## config.mk

```make
export PLATFORM = sky130hd
export DESIGN_NAME = slv_guard_cfg_master
export DESIGN_NICKNAME = d
export VERILOG_FILES = /design/src/rtl/slv_guard_cfg_master.sv
export SDC_FILE = /design/constraint.sdc
export NUM_CORES = 1
export LEC_CHECK = 0
export CAP_MARGIN = 20
export CORE_MARGIN = 2
export CORE_UTILIZATION = 30
export DETAILED_ROUTE_END_ITERATION = 10
export HOLD_SLACK_MARGIN = 0.03
export PLACE_DENSITY = 0.7
export SLEW_MARGIN = 20
export SYNTH_ARGS = -nofsm -noshare
export SYNTH_HDL_FRONTEND = slang
export SYNTH_SLANG_ARGS = --single-unit
```

## constraint.sdc

```tcl
create_clock -name clk -period 7.43 [get_ports clk]
set_input_delay 1.1145 -clock clk [delete_from_list [all_inputs] [get_ports clk]]
set_output_delay 1.1145 -clock clk [all_outputs]
set_load 0.01 [all_outputs]
```

## src/rtl/slv_guard_cfg_master.sv

```systemverilog
// slv_guard_cfg_master
// Autonomous register-bus initiator that programs a slave-guard configuration
// port after reset. On start_i it walks an ordered table of (addr, data, strb)
// entries and issues one write per entry over a valid/ready register bus.
// Writes that return a bus error are retried a bounded number of times. A
// request that waits too long for ready is aborted. The outcome is reported
// through busy_o / done_o and a sticky err_o with an error code and entry index.
//
// Build option:
//   SLV_GUARD_CFG_READBACK_EN - after each successful write, read the same
//   address back and compare the strobed bytes. A difference aborts the
//   sequence with error code 3.
//
// Reset note: rst_n is asynchronous and active-HIGH, which matches the
// surrounding codebase despite its name.
`timescale 1ns/1ps
module slv_guard_cfg_master #(
  parameter int  AddrWidth     = 32,
  parameter int  DataWidth     = 32,
  parameter int  NumEntries    = 3,
  parameter int  MaxRetries    = 3,
  parameter int  TimeoutCycles = 256,
  localparam int StrbWidth     = DataWidth / 8,
  localparam int IdxWidth      = (NumEntries > 1) ? $clog2(NumEntries) : 1
) (
  input  logic                             clk,
  input  logic                             rst_n,
  input  logic                             start_i,
  input  logic [NumEntries*AddrWidth-1:0]  cfg_addr_i,
  input  logic [NumEntries*DataWidth-1:0]  cfg_data_i,
  input  logic [NumEntries*StrbWidth-1:0]  cfg_strb_i,
  output logic [AddrWidth-1:0]             reg_addr_o,
  output logic [DataWidth-1:0]             reg_wdata_o,
  output logic [StrbWidth-1:0]             reg_wstrb_o,
  output logic                             reg_write_o,
  output logic                             reg_valid_o,
  input  logic [DataWidth-1:0]             reg_rdata_i,
  input  logic                             reg_error_i,
  input  logic                             reg_ready_i,
  output logic                             busy_o,
  output logic                             done_o,
  output logic                             err_o,
  output logic [1:0]                       err_code_o,
  output logic [IdxWidth-1:0]              err_idx_o
);

  localparam int RetryWidth = (MaxRetries > 0) ? $clog2(MaxRetries + 1) : 1;
  localparam int TmoWidth   = $clog2(TimeoutCycles);

  localparam logic [RetryWidth-1:0] RetryMax = RetryWidth'(MaxRetries);
  localparam logic [TmoWidth-1:0]   TmoLast  = TmoWidth'(TimeoutCycles - 1);
  localparam logic [IdxWidth-1:0]   IdxLast  = IdxWidth'(NumEntries - 1);

  localparam logic [1:0] ErrBus     = 2'd1;
  localparam logic [1:0] ErrTimeout = 2'd2;
`ifdef SLV_GUARD_CFG_READBACK_EN
  localparam logic [1:0] ErrReadback = 2'd3;
`endif

  typedef enum logic [2:0] {
    ST_IDLE  = 3'd0,
    ST_REQ   = 3'd1,
    ST_RETRY = 3'd2,
    ST_NEXT  = 3'd3,
    ST_DONE  = 3'd4,
    ST_ERR   = 3'd5
`ifdef SLV_GUARD_CFG_READBACK_EN
    ,
    ST_RDBK  = 3'd6
`endif
  } state_t;

  state_t                state_r;
  logic [IdxWidth-1:0]   idx_r;
  logic [RetryWidth-1:0] retry_r;
  logic [TmoWidth-1:0]   tmo_r;

  logic [IdxWidth-1:0]   sel_idx_s;
  logic [AddrWidth-1:0]  ent_addr_s;
  logic [DataWidth-1:0]  ent_data_s;
  logic [StrbWidth-1:0]  ent_strb_s;
  logic                  retry_left_s;
  logic                  tmo_expired_s;

  assign retry_left_s  = (retry_r < RetryMax);
  assign tmo_expired_s = (tmo_r == TmoLast);

`ifdef SLV_GUARD_CFG_READBACK_EN
  logic rdbk_r;
  logic rdbk_mismatch_s;

  // Expand each byte strobe into a full byte of compare mask.
  function automatic logic [DataWidth-1:0] strb_to_mask(input logic [StrbWidth-1:0] strb);
    logic [DataWidth-1:0] mask;
    mask = '0;
    for (int b = 0; b < StrbWidth; b++) begin
      mask[b*8 +: 8] = {8{strb[b]}};
    end
    return mask;
  endfunction

  assign rdbk_mismatch_s = |((reg_rdata_i ^ reg_wdata_o) & strb_to_mask(reg_wstrb_o));
`else
  // Read data is only consumed by the read-back option; keep it as a named sink.
  logic unused_rdata_s;
  assign unused_rdata_s = ^reg_rdata_i;
`endif

  // Pick which table entry the next request will be loaded from.
  always_comb begin
    sel_idx_s = idx_r;
    case (state_r)
      ST_IDLE, ST_ERR: sel_idx_s = '0;
      ST_NEXT:         sel_idx_s = idx_r + 1'b1;
      default:         sel_idx_s = idx_r;
    endcase
  end

  // Mux the selected entry out of the flattened configuration table.
  always_comb begin
    ent_addr_s = '0;
    ent_data_s = '0;
    ent_strb_s = '0;
    for (int i = 0; i < NumEntries; i++) begin
      ent_addr_s = ent_addr_s | ((sel_idx_s == IdxWidth'(i)) ? cfg_addr_i[i*AddrWidth +: AddrWidth] : '0);
      ent_data_s = ent_data_s | ((sel_idx_s == IdxWidth'(i)) ? cfg_data_i[i*DataWidth +: DataWidth] : '0);
      ent_strb_s = ent_strb_s | ((sel_idx_s == IdxWidth'(i)) ? cfg_strb_i[i*StrbWidth +: StrbWidth] : '0);
    end
  end

  // Sequencer FSM with all bus and status outputs registered.
  always_ff @(posedge clk or posedge rst_n) begin
    if (rst_n) begin
      state_r     <= ST_IDLE;
      idx_r       <= '0;
      retry_r     <= '0;
      tmo_r       <= '0;
      reg_addr_o  <= '0;
      reg_wdata_o <= '0;
      reg_wstrb_o <= '0;
      reg_write_o <= 1'b0;
      reg_valid_o <= 1'b0;
      busy_o      <= 1'b0;
      done_o      <= 1'b0;
      err_o       <= 1'b0;
      err_code_o  <= 2'd0;
      err_idx_o   <= '0;
`ifdef SLV_GUARD_CFG_READBACK_EN
      rdbk_r      <= 1'b0;
`endif
    end else begin
      done_o <= 1'b0;
      case (state_r)
        ST_IDLE, ST_ERR: begin
          if (start_i) begin
            state_r     <= ST_REQ;
            idx_r       <= '0;
            retry_r     <= '0;
            tmo_r       <= '0;
            reg_addr_o  <= ent_addr_s;
            reg_wdata_o <= ent_data_s;
            reg_wstrb_o <= ent_strb_s;
            reg_write_o <= 1'b1;
            reg_valid_o <= 1'b1;
            busy_o      <= 1'b1;
            err_o       <= 1'b0;
            err_code_o  <= 2'd0;
            err_idx_o   <= '0;
`ifdef SLV_GUARD_CFG_READBACK_EN
            rdbk_r      <= 1'b0;
`endif
          end else begin
            reg_valid_o <= 1'b0;
          end
        end

        ST_REQ: begin
          if (reg_ready_i) begin
            tmo_r <= '0;
            if (!reg_error_i) begin
`ifdef SLV_GUARD_CFG_READBACK_EN
              // Same address, now as a read; a fresh request with its own timeout.
              state_r     <= ST_RDBK;
              reg_write_o <= 1'b0;
              reg_valid_o <= 1'b1;
              rdbk_r      <= 1'b1;
`else
              state_r     <= ST_NEXT;
              reg_valid_o <= 1'b0;
`endif
            end else if (retry_left_s) begin
              retry_r     <= retry_r + 1'b1;
              state_r     <= ST_RETRY;
              reg_valid_o <= 1'b0;
            end else begin
              state_r     <= ST_ERR;
              reg_valid_o <= 1'b0;
              busy_o      <= 1'b0;
              err_o       <= 1'b1;
              err_code_o  <= ErrBus;
              err_idx_o   <= idx_r;
            end
          end else if (tmo_expired_s) begin
            state_r     <= ST_ERR;
            reg_valid_o <= 1'b0;
            busy_o      <= 1'b0;
            err_o       <= 1'b1;
            err_code_o  <= ErrTimeout;
            err_idx_o   <= idx_r;
          end else begin
            tmo_r <= tmo_r + 1'b1;
          end
        end

`ifdef SLV_GUARD_CFG_READBACK_EN
        ST_RDBK: begin
          if (reg_ready_i) begin
            tmo_r <= '0;
            if (reg_error_i) begin
              if (retry_left_s) begin
                retry_r     <= retry_r + 1'b1;
                state_r     <= ST_RETRY;
                reg_valid_o <= 1'b0;
              end else begin
                state_r     <= ST_ERR;
                reg_valid_o <= 1'b0;
                busy_o      <= 1'b0;
                err_o       <= 1'b1;
                err_code_o  <= ErrBus;
                err_idx_o   <= idx_r;
              end
            end else if (rdbk_mismatch_s) begin
              state_r     <= ST_ERR;
              reg_valid_o <= 1'b0;
              busy_o      <= 1'b0;
              err_o       <= 1'b1;
              err_code_o  <= ErrReadback;
              err_idx_o   <= idx_r;
            end else begin
              state_r     <= ST_NEXT;
              reg_valid_o <= 1'b0;
            end
          end else if (tmo_expired_s) begin
            state_r     <= ST_ERR;
            reg_valid_o <= 1'b0;
            busy_o      <= 1'b0;
            err_o       <= 1'b1;
            err_code_o  <= ErrTimeout;
            err_idx_o   <= idx_r;
          end else begin
            tmo_r <= tmo_r + 1'b1;
          end
        end
`endif

        ST_RETRY: begin
          // One idle cycle, then re-issue whichever access failed.
          tmo_r       <= '0;
          reg_valid_o <= 1'b1;
`ifdef SLV_GUARD_CFG_READBACK_EN
          state_r     <= rdbk_r ? ST_RDBK : ST_REQ;
`else
          state_r     <= ST_REQ;
`endif
        end

        ST_NEXT: begin
          if (idx_r == IdxLast) begin
            state_r     <= ST_DONE;
            reg_valid_o <= 1'b0;
            busy_o      <= 1'b0;
            done_o      <= 1'b1;
          end else begin
            state_r     <= ST_REQ;
            idx_r       <= idx_r + 1'b1;
            retry_r     <= '0;
            tmo_r       <= '0;
            reg_addr_o  <= ent_addr_s;
            reg_wdata_o <= ent_data_s;
            reg_wstrb_o <= ent_strb_s;
            reg_write_o <= 1'b1;
            reg_valid_o <= 1'b1;
`ifdef SLV_GUARD_CFG_READBACK_EN
            rdbk_r      <= 1'b0;
`endif
          end
        end

        ST_DONE: begin
          state_r     <= ST_IDLE;
          reg_valid_o <= 1'b0;
        end

        default: begin
          state_r     <= ST_IDLE;
          reg_valid_o <= 1'b0;
          busy_o      <= 1'b0;
        end
      endcase
    end
  end

endmodule

```

# Yosys cells after proc, flatten, opt, wreduce, memory -nomap -nowiden

Index checks and enable logic that the tools add are counted.

Register bits: 92
Input bits: 241
Output and inout port bits: 77
Word-level logic and storage cells: 128

Add/subtract/negate cells: 3
Order comparisons: 1
Equality and inequality tests: 19
Mux-type cells: 70
Bitwise gates (word level): 7
Reductions and logical operators: 14

Operator list:

| kind                                                             | number |
|---|---|
| 32-bit 2-to-1 mux                                                | 10 |
| 32-bit bitwise OR                                                | 4 |
| 32-bit case mux with 2 select lines                              | 2 |
| 8-bit 2-to-1 mux                                                 | 4 |
| 8-bit case mux with 4 select lines                               | 1 |
| 2-bit 2-to-1 mux                                                 | 14 |
| 4-bit 2-to-1 mux                                                 | 5 |
| 3-bit 2-to-1 mux                                                 | 6 |
| 1-bit 2-to-1 mux                                                 | 17 |
| 2-bit case mux with 2 select lines                               | 4 |
| 2-bit != test (second input constant)                            | 6 |
| 3-bit != test (second input constant)                            | 4 |
| 3-bit case mux with 4 select lines                               | 1 |
| 6-bit AND reduction                                              | 2 |
| 8-bit by 1-bit adder with 8-bit output (second input constant)   | 1 |
| 8-bit == test (second input constant)                            | 1 |
| 4-bit bitwise OR                                                 | 2 |
| 1-bit case mux with 4 select lines                               | 2 |
| 4-bit case mux with 2 select lines                               | 1 |
| 3-bit by 2-bit == test with 1-bit output (second input constant) | 2 |
| 3-bit == test (second input constant)                            | 2 |
| 2-bit case mux with 3 select lines                               | 1 |
| 5-bit AND reduction                                              | 1 |
| 2-bit by 1-bit adder with 2-bit output (second input constant)   | 2 |
| other kinds (15)                                                 | 19 |

# Logic depth before layout (Yosys ltp)

Gate-level depths: netlist of run 1.

Word-level depth: 9
Mapped depth: 9
Mapped depth without buffers: 6

# Worst setup path after synthesis of run 1

OpenSTA, ideal clock, no wires.

Kind: in2reg
From: in reg_ready_i
To: reg tmo_r[6]
Library setup time: 0.135 ns
Data arrival time: 2.163 ns
Data required time: 7.295 ns
Path slack: 5.132 ns
Cell stages on the path: 5
Buffers on the path: 1
Path through: or4b_1 > nor3_2 > buf_4 > nor4b_1 > mux2i_1

Cells in the longest elaborated chain, start to end: 2
Elaborated cells between the ends (all ways): 4
Those cells by class: eq/ne (1); mux (2); reduce/logical (1)

RTL lines:

| what                                                                                       | RTL line | source |
|---|---|---|
| from (decl)                                                                                | 39       | `input logic reg_ready_i,` |
| 3-bit != test (no line) / 8-bit 2-to-1 mux (equally long branches)                         | n/a      |  |
| 4-bit AND reduction (no line) / 8-bit case mux with 4 select lines (equally long branches) | n/a      |  |
| to (signal assigned)                                                                       | 211      | `tmo_r <= tmo_r + 1'b1;` |
| to (decl)                                                                                  | 76       | `logic [TmoWidth-1:0] tmo_r;` |

Parallel ways exist; a longest one is shown, timed or not.
A chain may end at the register's enable or synchronous reset.

# Final worst setup path of run 1

From: in start_i
To: reg reg_addr_o[2]

Cells in the longest elaborated chain, start to end: 2

RTL lines:

| what                          | RTL line | source |
|---|---|---|
| from (decl)                   | 28       | `input logic start_i,` |
| 2-bit != test (no line)       | n/a      |  |
| 3-bit AND reduction (no line) | n/a      |  |
| to (signal assigned)          | 160      | `reg_addr_o <= ent_addr_s;` |
| to (signal assigned)          | 278      | `reg_addr_o <= ent_addr_s;` |
| to (decl)                     | 32       | `output logic [AddrWidth-1:0] reg_addr_o,` |

No other way between the ends.

==> results of run 1 <==
-- stage by stage --
| step | utilization (%) | cell area [µm²] |
|---|---|---|
| 2_1_floorplan | - | 6790 |
| 3_3_place_gp | 43.0 | 9640 |
| 3_5_place_dp | 43.0 | 9640 |
| 4_1_cts | 44.3 | 9940 |
| 5_1_grt | 44.3 | 9940 |
| 6_report | 44.3 | 9950 |
-- worst min path at each step --
| stage | from | end | cells past startpoint |
|---|---|---|---|
| after floorplan | retry_r[1]$_DFFE_PP0P_ | retry_r[1]$_DFFE_PP0P_ | 2 |
| after global placement | err_o$_DFFE_PP0P_ | err_o$_DFFE_PP0P_ | 1 |
| after detailed placement | reg_write_o$_DFFE_PP0P_ | reg_write_o$_DFFE_PP0P_ | 1 |
| after CTS | reg_write_o$_DFFE_PP0P_ | reg_write_o$_DFFE_PP0P_ | 1 |
| after global routing | err_o$_DFFE_PP0P_ | err_o$_DFFE_PP0P_ | 1 |
| final | reg_write_o$_DFFE_PP0P_ | reg_write_o$_DFFE_PP0P_ | 1 |
-- layout make-up --
cell class / instances / area share (%)
diodes: 1 / 0.0252
clock buffers: 9 / 2.26
clock inverters: 7 / 0.818
inverters: 77 / 2.93
multi-input cells: 596 / 37.4
flip-flops and latches: 92 / 23.1
well taps: 285 / 3.58
repair buffers: 300 / 29.8
-- kinds of logic (layout without fill, tap and decap cells) --
family,after synthesis,after routing,share of synthesized area [%]
adder cells (fa/ha/maj),3,3,0.553
flip-flops,92,92,33.9
buffers and inverters,171,393,12.0
other,0,1,0
AND/OR/NAND/NOR,194,194,14.2
AO/OA/AOI/OAI,393,393,38.4
multiplexers,6,6,0.903
-- Yosys cell counts (6+ instances only) --
cell type  instances
dfrtp_1           92
a21oi_1            6
a211oi_2          10
nand2_1            7
buf_2             15
nand2b_1           8
nor3_1            70
a211oi_1         127
o21ai_0          135
clkbuf_1          54
nor2b_1            6
a31oi_1           68
o21ai_1           12
buf_6             18
nor2_1            78
inv_1             77
-- per-layer routing --
layer  up-vias  GRT usage (%)  share of wire [%]
met5         -              0                  0
met3        40           4.60                6.2
met4         0           6.79                2.4
met2       283           36.1                 48
met1      3559           28.6                 43
li1       3618              -                  -
-- sequential cells by signal (all words and copies together) (netlist names), 2 cells and up --
name,count
err_code_o,2
err_idx_o,2
idx_r,2
reg_addr_o,32
reg_wdata_o,32
reg_wstrb_o,4
retry_r,2
state_r,3
tmo_r,8
-- cell usage in the layout, fill, tap and decap left out, types with 3 or more instances in the layout --
| cell | instances |
|---|---|
| nand3_1 | 4 |
| nor2_1 | 78 |
| clkbuf_16 | 9 |
| buf_4 | 15 |
| a31oi_1 | 68 |
| ha_1 | 3 |
| nor3_1 | 70 |
| nand2b_1 | 6 |
| o31ai_1 | 3 |
| a211oi_1 | 127 |
| o21ai_1 | 12 |
| nand2_1 | 7 |
| inv_1 | 76 |
| o21ai_0 | 135 |
| o21bai_1 | 3 |
| dfrtp_1 | 92 |
| nand3b_1 | 3 |
| mux2i_1 | 5 |
| a22o_1 | 4 |
| nor2b_1 | 6 |
| a211oi_2 | 10 |
| a21oi_1 | 6 |
| clkdlybuf4s50_1 | 285 |
-- worst max-delay path: stages --
cell and delay (ns):
clkdlybuf4s50_1 0.50, nor2b_1 0.24, a221oi_4 0.61, buf_4 0.68, nor3_1 0.19, a31oi_1 0.20
-- power by group --
group          internal, mW  switching, mW
Combinational         0.893           1.17
Clock                 0.241          0.252
Sequential            0.725          0.175
Total                  1.86           1.60
==> results.sh, run 1 <==
export IMPL_die_h_um=154
export IMPL_multi_input_area_um2=3720
export IMPL_clk_latency_ns=0.36
export IMPL_fin_cells=1367
export IMPL_yosysTopAreaCell="dfrtp_1"
export IMPL_hold_violations=0
export IMPL_grt_pass1_wl_mm=41.5
export IMPL_clkTransAtPathRegs_ns=0.08
export IMPL_clockBufferDepth=2
export IMPL_syn_cell_area_um2=6790
export IMPL_vdd_drop_max_uv=194
export IMPL_fmax_ghz=0.302
export IMPL_yosysWarnings=0
export IMPL_cts_sinks=92
export IMPL_crit_fanout=61
export IMPL_dp_hpwl_mm=17.1
export IMPL_end_kind="flop"
export IMPL_r2r_slack_ns=4.15
export IMPL_place_congestion=0.848
export IMPL_min_period_over_period_pct=44.6
export IMPL_drc_errors=0
export IMPL_status="complete, no violations"
export IMPL_worstReg2RegEnd="reg_addr_o[8]$_DFFE_PP0P_"
export IMPL_setup_violations_final=0
export IMPL_antenna_found_initial=1
export IMPL_wl_per_cell_um=19.4
export IMPL_crit_arrival_ns=3.60
export IMPL_synth_top_area_share_pct=33.9
export IMPL_postCtsHoldBufs=0
export IMPL_initial_core_util_pct=30.3
export IMPL_final_layout_size_suffix_gt1_share_pct=5.83
export IMPL_synthTopCellsByArea="dfrtp_1, a211oi_1, o21ai_0, a31oi_1, nor3_1"
export IMPL_fin_hold_ws_ns=0.475
export IMPL_worst_slew_pin_slew_ns=0.971
export IMPL_start_kind="primary input"
export IMPL_crit_type="in -> reg"
export IMPL_finalWirelength_mm=26.5
export IMPL_finClkSkew_ns=0.0109
export IMPL_ys_types=60
export IMPL_p_leak_nw=3.61
export IMPL_ios=318
export IMPL_die_w_um=154
export IMPL_rr_worst_depth=6
export IMPL_grt_usage_pct=21.8
export IMPL_power_density_nw_per_um2=347
export IMPL_min_period_ns=3.31
export IMPL_synth_top_flop_cell="dfrtp_1"
export IMPL_dp_cells=1350
export IMPL_drt_first_pass_iters=5
export IMPL_cts_buffers=9
export IMPL_tritoncts="yes"
export IMPL_synth_enable_flop_cells=0
export IMPL_htreeDepth=3
export IMPL_r2r_start="state_r[2]$_DFFE_PP0P_"
export IMPL_rows=55
export IMPL_fill_cells=2191
export IMPL_setup_tns_ns=0
export IMPL_hold_path_class="reg -> reg"
export IMPL_cts_repair_timing_setup_buffer_count=0
export IMPL_synth_seq_cells=92
export IMPL_core_area_um2=22400
export IMPL_syn_avg_cell_area_um2=7.90
export IMPL_grt_overflow=0
export IMPL_timing_final_ws_setup_ns=4.12
export IMPL_setup_worst_path_start="start_i"
export IMPL_maxSlewViolCount=0
export IMPL_synth_cells=859
export IMPL_ant_nets=0
export IMPL_drv_cap=0
export IMPL_route_vias_total=7500
export IMPL_cts_root_buffer_cell="clkbuf_16"
export IMPL_via_per_inst=5.49
export IMPL_seqCellArea_um2=2300
export IMPL_rsz0062_at_grt="no"
export IMPL_drt_iter0_markers=403
export IMPL_portBuffers=285
export IMPL_synth_nets=1103
export IMPL_dieArea_um2=23900
export IMPL_ys_seq_area_share_pct=33.9
export IMPL_area_growth_pct=46.5
export IMPL_critical_path_required_ns=7.72
export IMPL_place_ws_ns=3.74
export IMPL_first_global_vias=7327
export IMPL_power_mw=3.46
export IMPL_nNetsFinal=1320
export IMPL_crit_path_end="reg_addr_o[2]$_DFFE_PP0P_"
export IMPL_synthArstFlopShare_pct=100
export IMPL_max_slew_margin_rel_pct=35.3
export IMPL_grt_max_degree=72
export IMPL_cts_resized=0
No activity file was read; power rests on OpenSTA's default activity.
==> inputs of run 2 (changes only) <==
- clock period: 7.43 -> 3.2 ns (I/O delays scaled with it)
==> results.sh, run 2 (same netlist as run 1, synthesis figures left out) <==
export IMPL_status="complete, no violations"
export IMPL_cts_buffers=9
export IMPL_drt_first_pass_iters=6
export IMPL_end_kind="flop"
export IMPL_crit_arrival_ns=2.87
export IMPL_timing_final_ws_setup_ns=0.612
export IMPL_seqCellArea_um2=2300
export IMPL_cts_root_buffer_cell="clkbuf_16"
export IMPL_clkTransAtPathRegs_ns=0.09
export IMPL_max_slew_margin_rel_pct=43.4
export IMPL_biggestRegsByFlops="reg_addr_o (32), reg_wdata_o (32), tmo_r (8)"
export IMPL_clk_latency_ns=0.36
export IMPL_drt_iter0_markers=597
export IMPL_cts_sinks=92
export IMPL_drc_errors=0
export IMPL_postPlaceCellArea_um2=9780
export IMPL_maxSlewViolCount=0
export IMPL_finalWirelength_mm=27.0
export IMPL_finClkSkew_ns=0.0156
export IMPL_vdd_drop_max_uv=380
export IMPL_min_period_over_period_pct=80.9
export IMPL_cts_resized=0
export IMPL_place_congestion=0.844
export IMPL_postCtsHoldBufs=0
export IMPL_power_density_nw_per_um2=814
export IMPL_wl_per_cell_um=19.5
export IMPL_grt_pass1_wl_mm=41.3
export IMPL_rsz0062_at_grt="no"
export IMPL_fmax_ghz=0.386
export IMPL_layout_common_cells="clkdlybuf4s50_1, o21ai_0, a211oi_1"
export IMPL_clockBufferDepth=2
export IMPL_die_h_um=154
export IMPL_grt_usage_pct=21.9
export IMPL_place_ws_ns=0.606
export IMPL_ant_nets=0
export IMPL_core_area_um2=22400
export IMPL_initial_core_util_pct=30.3
export IMPL_via_per_inst=5.54
export IMPL_hold_violations=0
export IMPL_cts_repair_timing_setup_buffer_count=0
export IMPL_grt_max_degree=61
export IMPL_fill_cells=2212
export IMPL_fin_hold_ws_ns=0.475
export IMPL_final_common_cell="clkdlybuf4s50_1"
export IMPL_drv_cap=0
export IMPL_tritoncts="yes"
export IMPL_portBuffers=285
export IMPL_p_leak_nw=3.70
export IMPL_crit_fanout=34
export IMPL_setup_violations_final=0
export IMPL_critical_path_required_ns=3.48
export IMPL_start_kind="flop"
export IMPL_dieArea_um2=23900
export IMPL_first_global_vias=7453
export IMPL_stdcell_area_um2=10100
export IMPL_hold_path_class="reg -> reg"
export IMPL_die_w_um=154
export IMPL_antenna_found_initial=1
export IMPL_final_layout_size_suffix_gt1_share_pct=7.03
export IMPL_min_period_ns=2.59
export IMPL_route_vias_total=7657
export IMPL_htreeDepth=3
export IMPL_dp_hpwl_mm=17.9
export IMPL_rows=55
export IMPL_worst_slew_pin_slew_ns=0.847
export IMPL_ios=318
export IMPL_crit_type="reg -> reg"
export IMPL_grt_overflow=0
export IMPL_nNetsFinal=1334
export IMPL_area_growth_pct=48.7
export IMPL_multi_input_area_um2=3720
export IMPL_setup_tns_ns=0
## run 2: changes by cell type in the layout (fill, tap and decap cells not counted)
| cell | before | now |
|---|---|---|
| clkinv_8 | 2 | 0 |
| buf_4 | 15 | 26 |
| buf_12 | 0 | 3 |
| inv_6 | 1 | 2 |
| bufinv_16 | 0 | 1 |
## run 2: routing by layer
metal	share of wire (%)	routed length, µm	vias up	GRT usage, %
met2	48	12900	329	36.6
met4	3.4	907	0	9.74
met5	0	0	-	0
met1	42	11200	3622	27.4
met3	7.4	2000	50	4.54
li1	-	-	3656	-
## run 2: cell type report
class	instances	share of cell area, %
diodes	1	0.0248
clock buffers	9	2.23
flip-flops and latches	92	22.8
clock inverters	7	0.868
inverters	77	2.89
well taps	285	3.53
repair buffers	314	30.8
multi-input cells	596	36.9
## run 2: final timing paths
| check | start | endpoint | slack [ns] | depth (start not counted) |
|---|---|---|---|---|
| max | state_r[1]$_DFFE_PP0P_ | reg_wdata_o[6]$_DFFE_PP0P_ | 0.61 | 6 |
| min | reg_write_o$_DFFE_PP0P_ | reg_write_o$_DFFE_PP0P_ | 0.48 | 1 |
| max reg2reg | state_r[1]$_DFFE_PP0P_ | reg_wdata_o[6]$_DFFE_PP0P_ | 0.61 | 6 |
| min reg2reg | reg_write_o$_DFFE_PP0P_ | reg_write_o$_DFFE_PP0P_ | 0.48 | 1 |
| max in group asynchronous | rst_n | reg_wdata_o[31]$_DFFE_PP0P_ | 1.91 | 3 |
| min in group asynchronous | rst_n | reg_addr_o[19]$_DFFE_PP0P_ | 0.57 | 2 |
## run 2: report_power, final
group / switching, mW / leakage [nW] / internal, mW
clock: 0.551 / 0.154 / 0.627
sequential: 0.355 / 1.07 / 1.68
combinational: 2.82 / 2.48 / 2.18
## run 2: stage by stage
| step | cells | total power [mW] | util [%] |
|---|---|---|---|
| CTS | 1380 | 8.26 | 45.0 |
| floorplan | 859 | 5.00 | - |
| global route | 1380 | 8.81 | 45.0 |
| detailed placement | 1364 | 7.07 | 43.6 |
| global placement | 1364 | 6.98 | 43.6 |
| finish | 1381 | 8.21 | 45.0 |
## run 2: critical path, stage by stage, from the launching register on
cell	delay, ns
dfrtp_1	0.61
buf_4	0.29
or3b_1	0.61
a21oi_4	0.23
buf_4	0.40
o21ai_0	0.18
a31oi_1	0.17
